**src/rtl/fifo_rd_stream.sv**
```systemverilog
// fifo_rd_stream: pops a first-word-fall-through FIFO into a 2-entry buffer and serves it as a valid/ready stream; drain empties FIFO and buffer.
// Latency: one cycle from a pop edge to out_valid.
// Backpressure: out_ready low holds the head word; pops stop at 2 buffered words. Define FIFO_RD_PARITY_EN to add out_parity.
module fifo_rd_stream #(
  parameter int DATA_WIDTH = 8,
  parameter int CNT_WIDTH  = 16
) (
  input  logic                  clk,
  input  logic                  reset_n,
  input  logic                  fifo_empty,
  input  logic [DATA_WIDTH-1:0] fifo_rd_data,
  output logic                  fifo_rd_en,
  input  logic                  enable,
  input  logic                  drain_req,
  output logic                  out_valid,
  input  logic                  out_ready,
  output logic [DATA_WIDTH-1:0] out_data,
  output logic                  busy,
  output logic                  drain_done,
`ifdef FIFO_RD_PARITY_EN
  output logic                  out_parity,
`endif
  output logic [CNT_WIDTH-1:0]  word_cnt
);

  localparam logic [1:0] ST_IDLE   = 2'd0;
  localparam logic [1:0] ST_STREAM = 2'd1;
  localparam logic [1:0] ST_DRAIN  = 2'd2;
  localparam logic [1:0] ST_DONE   = 2'd3;

  localparam logic [CNT_WIDTH-1:0] CNT_ONE = {{(CNT_WIDTH-1){1'b0}}, 1'b1};

  logic [1:0]            state;
  logic [1:0]            state_nxt;
  logic [1:0]            buf_cnt;
  logic [DATA_WIDTH-1:0] buf_head;
  logic [DATA_WIDTH-1:0] buf_tail;
  logic                  pop;
  logic                  hs;

  // Pop only when streaming or draining, a word is available and a slot is free.
  assign pop        = ((state == ST_STREAM) || (state == ST_DRAIN)) && !fifo_empty && (buf_cnt < 2'd2);
  assign hs         = out_valid && out_ready;
  assign fifo_rd_en = pop;
  assign out_valid  = (buf_cnt != 2'd0);
  assign out_data   = buf_head;
  assign busy       = (state == ST_DRAIN);
  assign drain_done = (state == ST_DONE);

  // Next-state logic; drain_req wins over enable and is ignored once draining.
  always_comb begin
    state_nxt = state;
    case (state)
      ST_IDLE: begin
        if (drain_req)   state_nxt = ST_DRAIN;
        else if (enable) state_nxt = ST_STREAM;
      end
      ST_STREAM: begin
        if (drain_req)    state_nxt = ST_DRAIN;
        else if (!enable) state_nxt = ST_IDLE;
      end
      ST_DRAIN: begin
        if (fifo_empty && (buf_cnt == 2'd0) && !pop) state_nxt = ST_DONE;
      end
      ST_DONE: begin
        state_nxt = enable ? ST_STREAM : ST_IDLE;
      end
      default: state_nxt = ST_IDLE;
    endcase
  end

  // State register.
  always_ff @(posedge clk or negedge reset_n) begin
    if (!reset_n) state <= ST_IDLE;
    else          state <= state_nxt;
  end

  // Two-entry in-order buffer: head feeds out_data, tail holds the second word.
  always_ff @(posedge clk or negedge reset_n) begin
    if (!reset_n) begin
      buf_head <= '0;
      buf_tail <= '0;
      buf_cnt  <= 2'd0;
    end else begin
      case ({pop, hs})
        2'b10: begin
          if (buf_cnt == 2'd0) buf_head <= fifo_rd_data;
          else                 buf_tail <= fifo_rd_data;
          buf_cnt <= buf_cnt + 2'd1;
        end
        2'b01: begin
          buf_head <= buf_tail;
          buf_cnt  <= buf_cnt - 2'd1;
        end
        2'b11: begin
          // Occupancy unchanged: the new word lands behind whatever remains.
          if (buf_cnt == 2'd2) begin
            buf_head <= buf_tail;
            buf_tail <= fifo_rd_data;
          end else begin
            buf_head <= fifo_rd_data;
          end
        end
        default: ;
      endcase
    end
  end

`ifdef FIFO_RD_PARITY_EN
  logic par_head;
  logic par_tail;
  logic par_in;

  assign par_in     = ^fifo_rd_data;
  assign out_parity = par_head;

  // Parity bits follow their data words through the buffer.
  always_ff @(posedge clk or negedge reset_n) begin
    if (!reset_n) begin
      par_head <= 1'b0;
      par_tail <= 1'b0;
    end else begin
      case ({pop, hs})
        2'b10: begin
          if (buf_cnt == 2'd0) par_head <= par_in;
          else                 par_tail <= par_in;
        end
        2'b01: par_head <= par_tail;
        2'b11: begin
          if (buf_cnt == 2'd2) begin
            par_head <= par_tail;
            par_tail <= par_in;
          end else begin
            par_head <= par_in;
          end
        end
        default: ;
      endcase
    end
  end
`endif

  // Completed-handshake counter, wraps naturally.
  always_ff @(posedge clk or negedge reset_n) begin
    if (!reset_n) word_cnt <= '0;
    else if (hs)  word_cnt <= word_cnt + CNT_ONE;
  end

endmodule

```
**config.mk**
```make
export PLATFORM = sky130hd
export DESIGN_NAME = fifo_rd_stream
export DESIGN_NICKNAME = d
export VERILOG_FILES = /design/src/rtl/fifo_rd_stream.sv
export SDC_FILE = /design/constraint.sdc
export NUM_CORES = 1
export LEC_CHECK = 0
export ABC_AREA = 1
export CAP_MARGIN = 20
export CORE_MARGIN = 2
export CORE_UTILIZATION = 62
export DETAILED_ROUTE_END_ITERATION = 6
export DONT_BUFFER_PORTS = 1
export PLACE_DENSITY = 0.76
export SYNTH_ARGS = -nofsm -noshare
export SYNTH_HDL_FRONTEND = slang
export SYNTH_SLANG_ARGS = --single-unit
```
**constraint.sdc**
```tcl
create_clock -name clk -period 2.4 [get_ports clk]
set_input_delay 0.6 -clock clk [delete_from_list [all_inputs] [get_ports clk]]
set_output_delay 0.6 -clock clk [all_outputs]
set_load 0.005 [all_outputs]
```
=== Yosys cells after proc, flatten, opt, wreduce, memory -nomap -nowiden ===
Index checks and enable logic that the tools add are counted.

* Word-level logic and storage cells: 53
* Output and inout bits: 28
* Register bits: 36
* Input port bits: 14

* Eq/ne operators: 13
* Mux-type cells: 14
* Reductions and logical operators: 17
* Magnitude comparators: 1
* Add/sub/neg operators: 3

{| class="wikitable"
|+ Operator list
! kind !! count
|-
| $mux W8 || 4
|-
| $pmux W8 S3 || 1
|-
| $add A16 B1 Y16 const B || 1
|-
| $pmux W8 S2 || 1
|-
| $eq A2 B2 Y1 const B || 5
|-
| $mux W2 || 5
|-
| $pmux W2 S4 || 1
|-
| $ne A2 B2 Y1 const B || 3
|-
| $ne A3 B3 Y1 const B || 2
|-
| $reduce_and A3 Y1 || 2
|-
| $reduce_bool A2 Y1 || 3
|-
| $logic_and A1 B1 Y1 || 5
|-
| $eq A2 B1 Y1 const B || 2
|-
| $logic_not A2 Y1 || 2
|-
| $pmux W2 S2 || 1
|-
| $reduce_bool A3 Y1 || 1
|-
| $add A2 B1 Y2 const B || 1
|-
| $logic_not A1 Y1 || 2
|-
| $lt A2 B2 Y1 const B || 1
|-
| $ne A2 B1 Y1 const B || 1
|-
| $reduce_and A2 Y1 || 1
|-
| $sub A2 B1 Y2 const B || 1
|-
| $logic_or A1 B1 Y1 || 1
|-
| $mux W1 || 1
|}

=== Depth between registers and ports, before layout ===
* Depth after elaboration: 8
* Mapped depth: 11
* Mapped depth without buffers: 11

=== Least setup slack after synthesis ===
No wires, ideal clock.

* Path kind: reg2reg
* From: register state[0]
* To: register buf_head[0] (netlist: out_data[0])
* Period minus slack after synthesis: 1980 ps
* Required time: 2335 ps
* Cell stages (with the launch flop): 12
* Data arrival time: 1915 ps
* Path slack: 420 ps
* Path through: dfrtp_1 inv_1 ha_1 nand2_1 nor2_1 ha_1 inv_1 o21bai_2 nand3_1 nand2_1 nand2_1 nand2_1

* Cells in the longest elaborated chain, start to end: 7
* Elaborated cells between the ends (all ways): 12
* Those cells by class: 6 x eq/ne; 1 x mux; 5 x reduce/logical

{| class="wikitable"
|+ RTL lines
! item !! line !! text
|-
| from (decl) || 33 || <nowiki>logic [1:0] state;</nowiki>
|-
| from (signal assigned) || 75 || <nowiki>else state <= state_nxt;</nowiki>
|-
| $eq A2 B1 Y1 / $eq A2 B2 Y1 (equally long branches) || 42 || <nowiki>assign pop = ((state == ST_STREAM) || (state == ST_DRAIN)) && !fifo_empty && (buf_cnt < 2'd2);</nowiki>
|-
| $logic_or A1 B1 Y1 * || 42 ||
|-
| $logic_and A1 B1 Y1 * (2 in a row) || 42 ||
|-
| via fifo_rd_en || 12 || <nowiki>output logic fifo_rd_en,</nowiki>
|-
| $eq A2 B2 Y1 / $eq A2 B1 Y1 (equally long branches) || 85 || <nowiki>case ({pop, hs})</nowiki>
|-
| $ne A2 B2 Y1 (no line) / $reduce_bool A3 Y1 (equally long branches) || n/a ||
|-
| $reduce_and A2 Y1 (no line) || n/a ||
|-
| to (signal assigned) || 87 || <nowiki>if (buf_cnt == 2'd0) buf_head <= fifo_rd_data;</nowiki>
|-
| to (signal assigned) || 92 || <nowiki>buf_head <= buf_tail;</nowiki>
|-
| to (signal assigned) || 98 || <nowiki>buf_head <= buf_tail;</nowiki>
|-
| to (decl) || 36 || <nowiki>logic [DATA_WIDTH-1:0] buf_head;</nowiki>
|}

Mark *: on every way through the listed nets, which the timed path passes. The rest lies on a longest branch.
A chain may end at the register's enable or synchronous reset.

=== Worst setup path in the final report ===
* From: register state[0]
* To: register buf_head[4] (netlist: out_data[4])

The elaborated chain is that of the path after synthesis.

==> key figures <==
Status
  – Outcome: finished clean

STA
  – Final setup viols: 0
  – Relative slew slack: between 60% and 70%
  – Maximum clock frequency: 473.1 MHz
  – RSZ-0062 raised after global routing: false
  – Final TNS setup: 0 ps
  – Final worst path period share: approximately 88%
  – Fin Clk Skew: between 7 and 8 ps
  – Worst-Margin Slew: between 500 and 600 ps
  – Tmin final: between 2000 and 2500 ps
  – Slew Viols, Final: 0
  – Fin. Hold Viols: 0

Placed design
  – Input/output buffers: 0
  – Routability congestion estimate: ~0.82
  – HPWL Detailed: around 2.7 mm

Critical path
  – Critical path launch point type: flip-flop
  – Critical path arrival: 2400 ps
  – Kind of end point of the critical path: flip-flop
  – Required @ worst endpoint: around 2700 ps
  – R2R cell count: 11
  – R2R Setup Slk: approximately 290 ps
  – Critical Path Source: state[0]$_DFFE_PN0P_
  – CP max FO: 8
  – Critical Path Sink: out_data[4]$_DFFE_PN0P_
  – Worst setup path category: reg -> reg
  – R2R Path Start: state[0]$_DFFE_PN0P_
  – Capturing point of the worst reg2reg path: out_data[4]$_DFFE_PN0P_

Synthesis
  – Post-synthesis average cell area: roughly 8.4 um2
  – Mapped cell area: between 1500 and 2000 um2
  – Synth Warn #: 0
  – Top_reg_cell synth: dfrtp_1
  – Post-Syn Nets: around 250
  – Share of synthesized registers carrying an async set or reset: 100.0%
  – Synth Instances: about 230
  – Sequential fraction of the synthesis area: 46.60%
  – Cell variety after synth: 25
  – FF+latch count, synth: 36
  – Number of synthesized flops with an enable pin: 0

Finish
  – Layout area overhead: 5.631%
  – Final core occ: between 60 and 70%
  – Final net count: roughly 260
  – Share of layout cells above drive strength 1: 9.705%
  – # diodes: 0
  – FILL cells: about 260

Clock tree
  – Later-pin clock latency in the skew report: about 340 ps
  – PostCTS Resize Cnt: 0
  – Root buffer cell: clkbuf_4
  – Post-CTS Setup Bufs: 0
  – CTS clk-pin slew, worst paths: ~110 ps
  – Max Buffers Root-to-Sink: 2
  – CTS tree: built
  – CTS Buf Count: 5
  – Clock sinks: 36
  – CTS H-tree depth: 2

Global route
  – First-pass GRT wire length: approximately 6.0 mm
  – All-layer global routing usage: 22.58%
  – Initial antenna violation count: 0
  – Total grt overflow: 0
  – Vias in the first global route: between 1k and 1.5k
  – Largest net degree at the start of global routing: 37

Die
  – Die area: ~3600 um2
  – Die span in x: 59.84 um
  – Starting Density: 64.38%
  – Num ports: 42
  – Row count: 20
  – Core Area: approximately 3000 um2
  – DIE HEIGHT: 59.84 um

Power
  – Pwr/cell area: 1056 nW/um2
  – Pwr Total: between 2 and 2.5 mW
  – Peak supply drop: approximately 0.52 mV
  – Leak Pwr: 1.095 nW

Drt
  – Vias post-DR: approximately 1.4k
  – Initial DRC count: 67
  – # DRC: 0
  – Final ANT Viol Nets: 0
  – Final wirelength: between 3 and 4 mm
  – Via density: 5.293
  – DR WL/cell: between 10 and 15 um
  – Detailed Routing Iterations Pass 1: 4

Flow run
  – Max_cap viols: 0

Hold path
  – Min-delay worst type: in -> async
-- flip-flops by register name, indices dropped and copies added, names as in the netlist --
name      count
out_data      8
buf_cnt       2
word_cnt     16
state         2
buf_tail      8
-- report_power, final --
group | internal [mW] | total, mW | switching, mW | leakage, nW
sequential | 0.816 | 1.02 | 0.202 | 0.447
combinational | 0.300 | 0.794 | 0.494 | 0.616
clock | 0.143 | 0.345 | 0.201 | 0.0315
-- layout by cell type, fill, tap and decap left out, drive strengths merged --
| master | instances |
|---|---|
| a21oi | 2 |
| a22o | 1 |
| buf | 2 |
| clkbuf | 7 |
| clkinvlp | 1 |
| dfrtp | 36 |
| ha | 9 |
| inv | 30 |
| nand2 | 82 |
| nand3 | 15 |
| nand3b | 2 |
| nand4 | 2 |
| nor2 | 18 |
| nor3 | 1 |
| o21ai | 15 |
| o21bai | 1 |
| xnor2 | 4 |
| xor2 | 9 |
-- worst min-delay path by stage --
stage,depth (start not counted),to,start,slack [ps]
CTS,1,word_cnt[3]$_DFFE_PN0P_,reset_n,70
floorplan,0,buf_cnt[0]$_DFFE_PN0P_,reset_n,300
global route,1,buf_cnt[0]$_DFFE_PN0P_,reset_n,60
detailed placement,0,state[1]$_DFFE_PN0P_,reset_n,310
finish,1,word_cnt[6]$_DFFE_PN0P_,reset_n,70
global placement,0,state[1]$_DFFE_PN0P_,reset_n,310
-- repair_timing --
action / 4_1_cts / 5_1_grt
hold buffers: 1 / 0
endpoints found under the hold margin: 36 / 0
endpoints found under the setup margin: 0 / 0
-- cells by family after synthesis --
family | after synthesis | synth area share, %
compound gates | 19 | 6.408
xor+xnor | 13 | 5.890
fa+ha+maj | 9 | 5.825
buf+inv | 32 | 6.990
flops | 36 | 46.60
simple gates | 120 | 28.28
-- per-stage QoR --
step / std cells / worst slack [ps] / hold slack [ps] / instance area, um2
floorplan: 229 / 419.8 / 304.4 / 1933
global placement: 261 / 375.1 / 305.5 / 1959
detailed placement: 261 / 314.8 / 305.5 / 1959
CTS: 270 / 296.3 / 69.38 / 2042
global route: 270 / 43.06 / 63.85 / 2042
finish: 270 / 286.3 / 71.74 / 2042
-- Yosys cell counts (4+ instances only) --
master   number  area (um2)
xor2_1        9       78.83
inv_1        28       105.1
nand3_1      13       65.06
ha_1          9       112.6
o21ai_1       9       45.04
nand2_1      81       304.0
dfrtp_1      36       900.9
nor2_1       13       48.80
xnor2_1       4       35.03
o21ai_0       4       20.02
-- routing by layer --
metal	GRT usage (%)	part of all wire (%)
met4	10.79	1.6
met1	27.77	43
met5	0	0
met3	7.359	6.3
met2	35.71	49
-- layout make-up --
cell class | count | area (um2) | area share (%)
clock inverters | 1 | 7.507 | 0.3676
flip-flops and latches | 36 | 900.9 | 44.12
multi-input cells | 161 | 897.1 | 43.93
inverters | 30 | 112.6 | 5.515
repair buffers | 2 | 27.53 | 1.348
clock buffers | 7 | 55.05 | 2.696
well taps | 33 | 41.29 | 2.022
-- critical path: stages, from the launching register on --
cell and delay [ps]:
dfrtp_1 410, inv_1 100, ha_1 290, nand2_1 50, nor2_1 240, ha_1 280, inv_1 70, o21bai_2 290
nand3_1 130, nand2_1 90, nand2_1 60, nand2_1 50
Power figures use the tool's default switching activity.
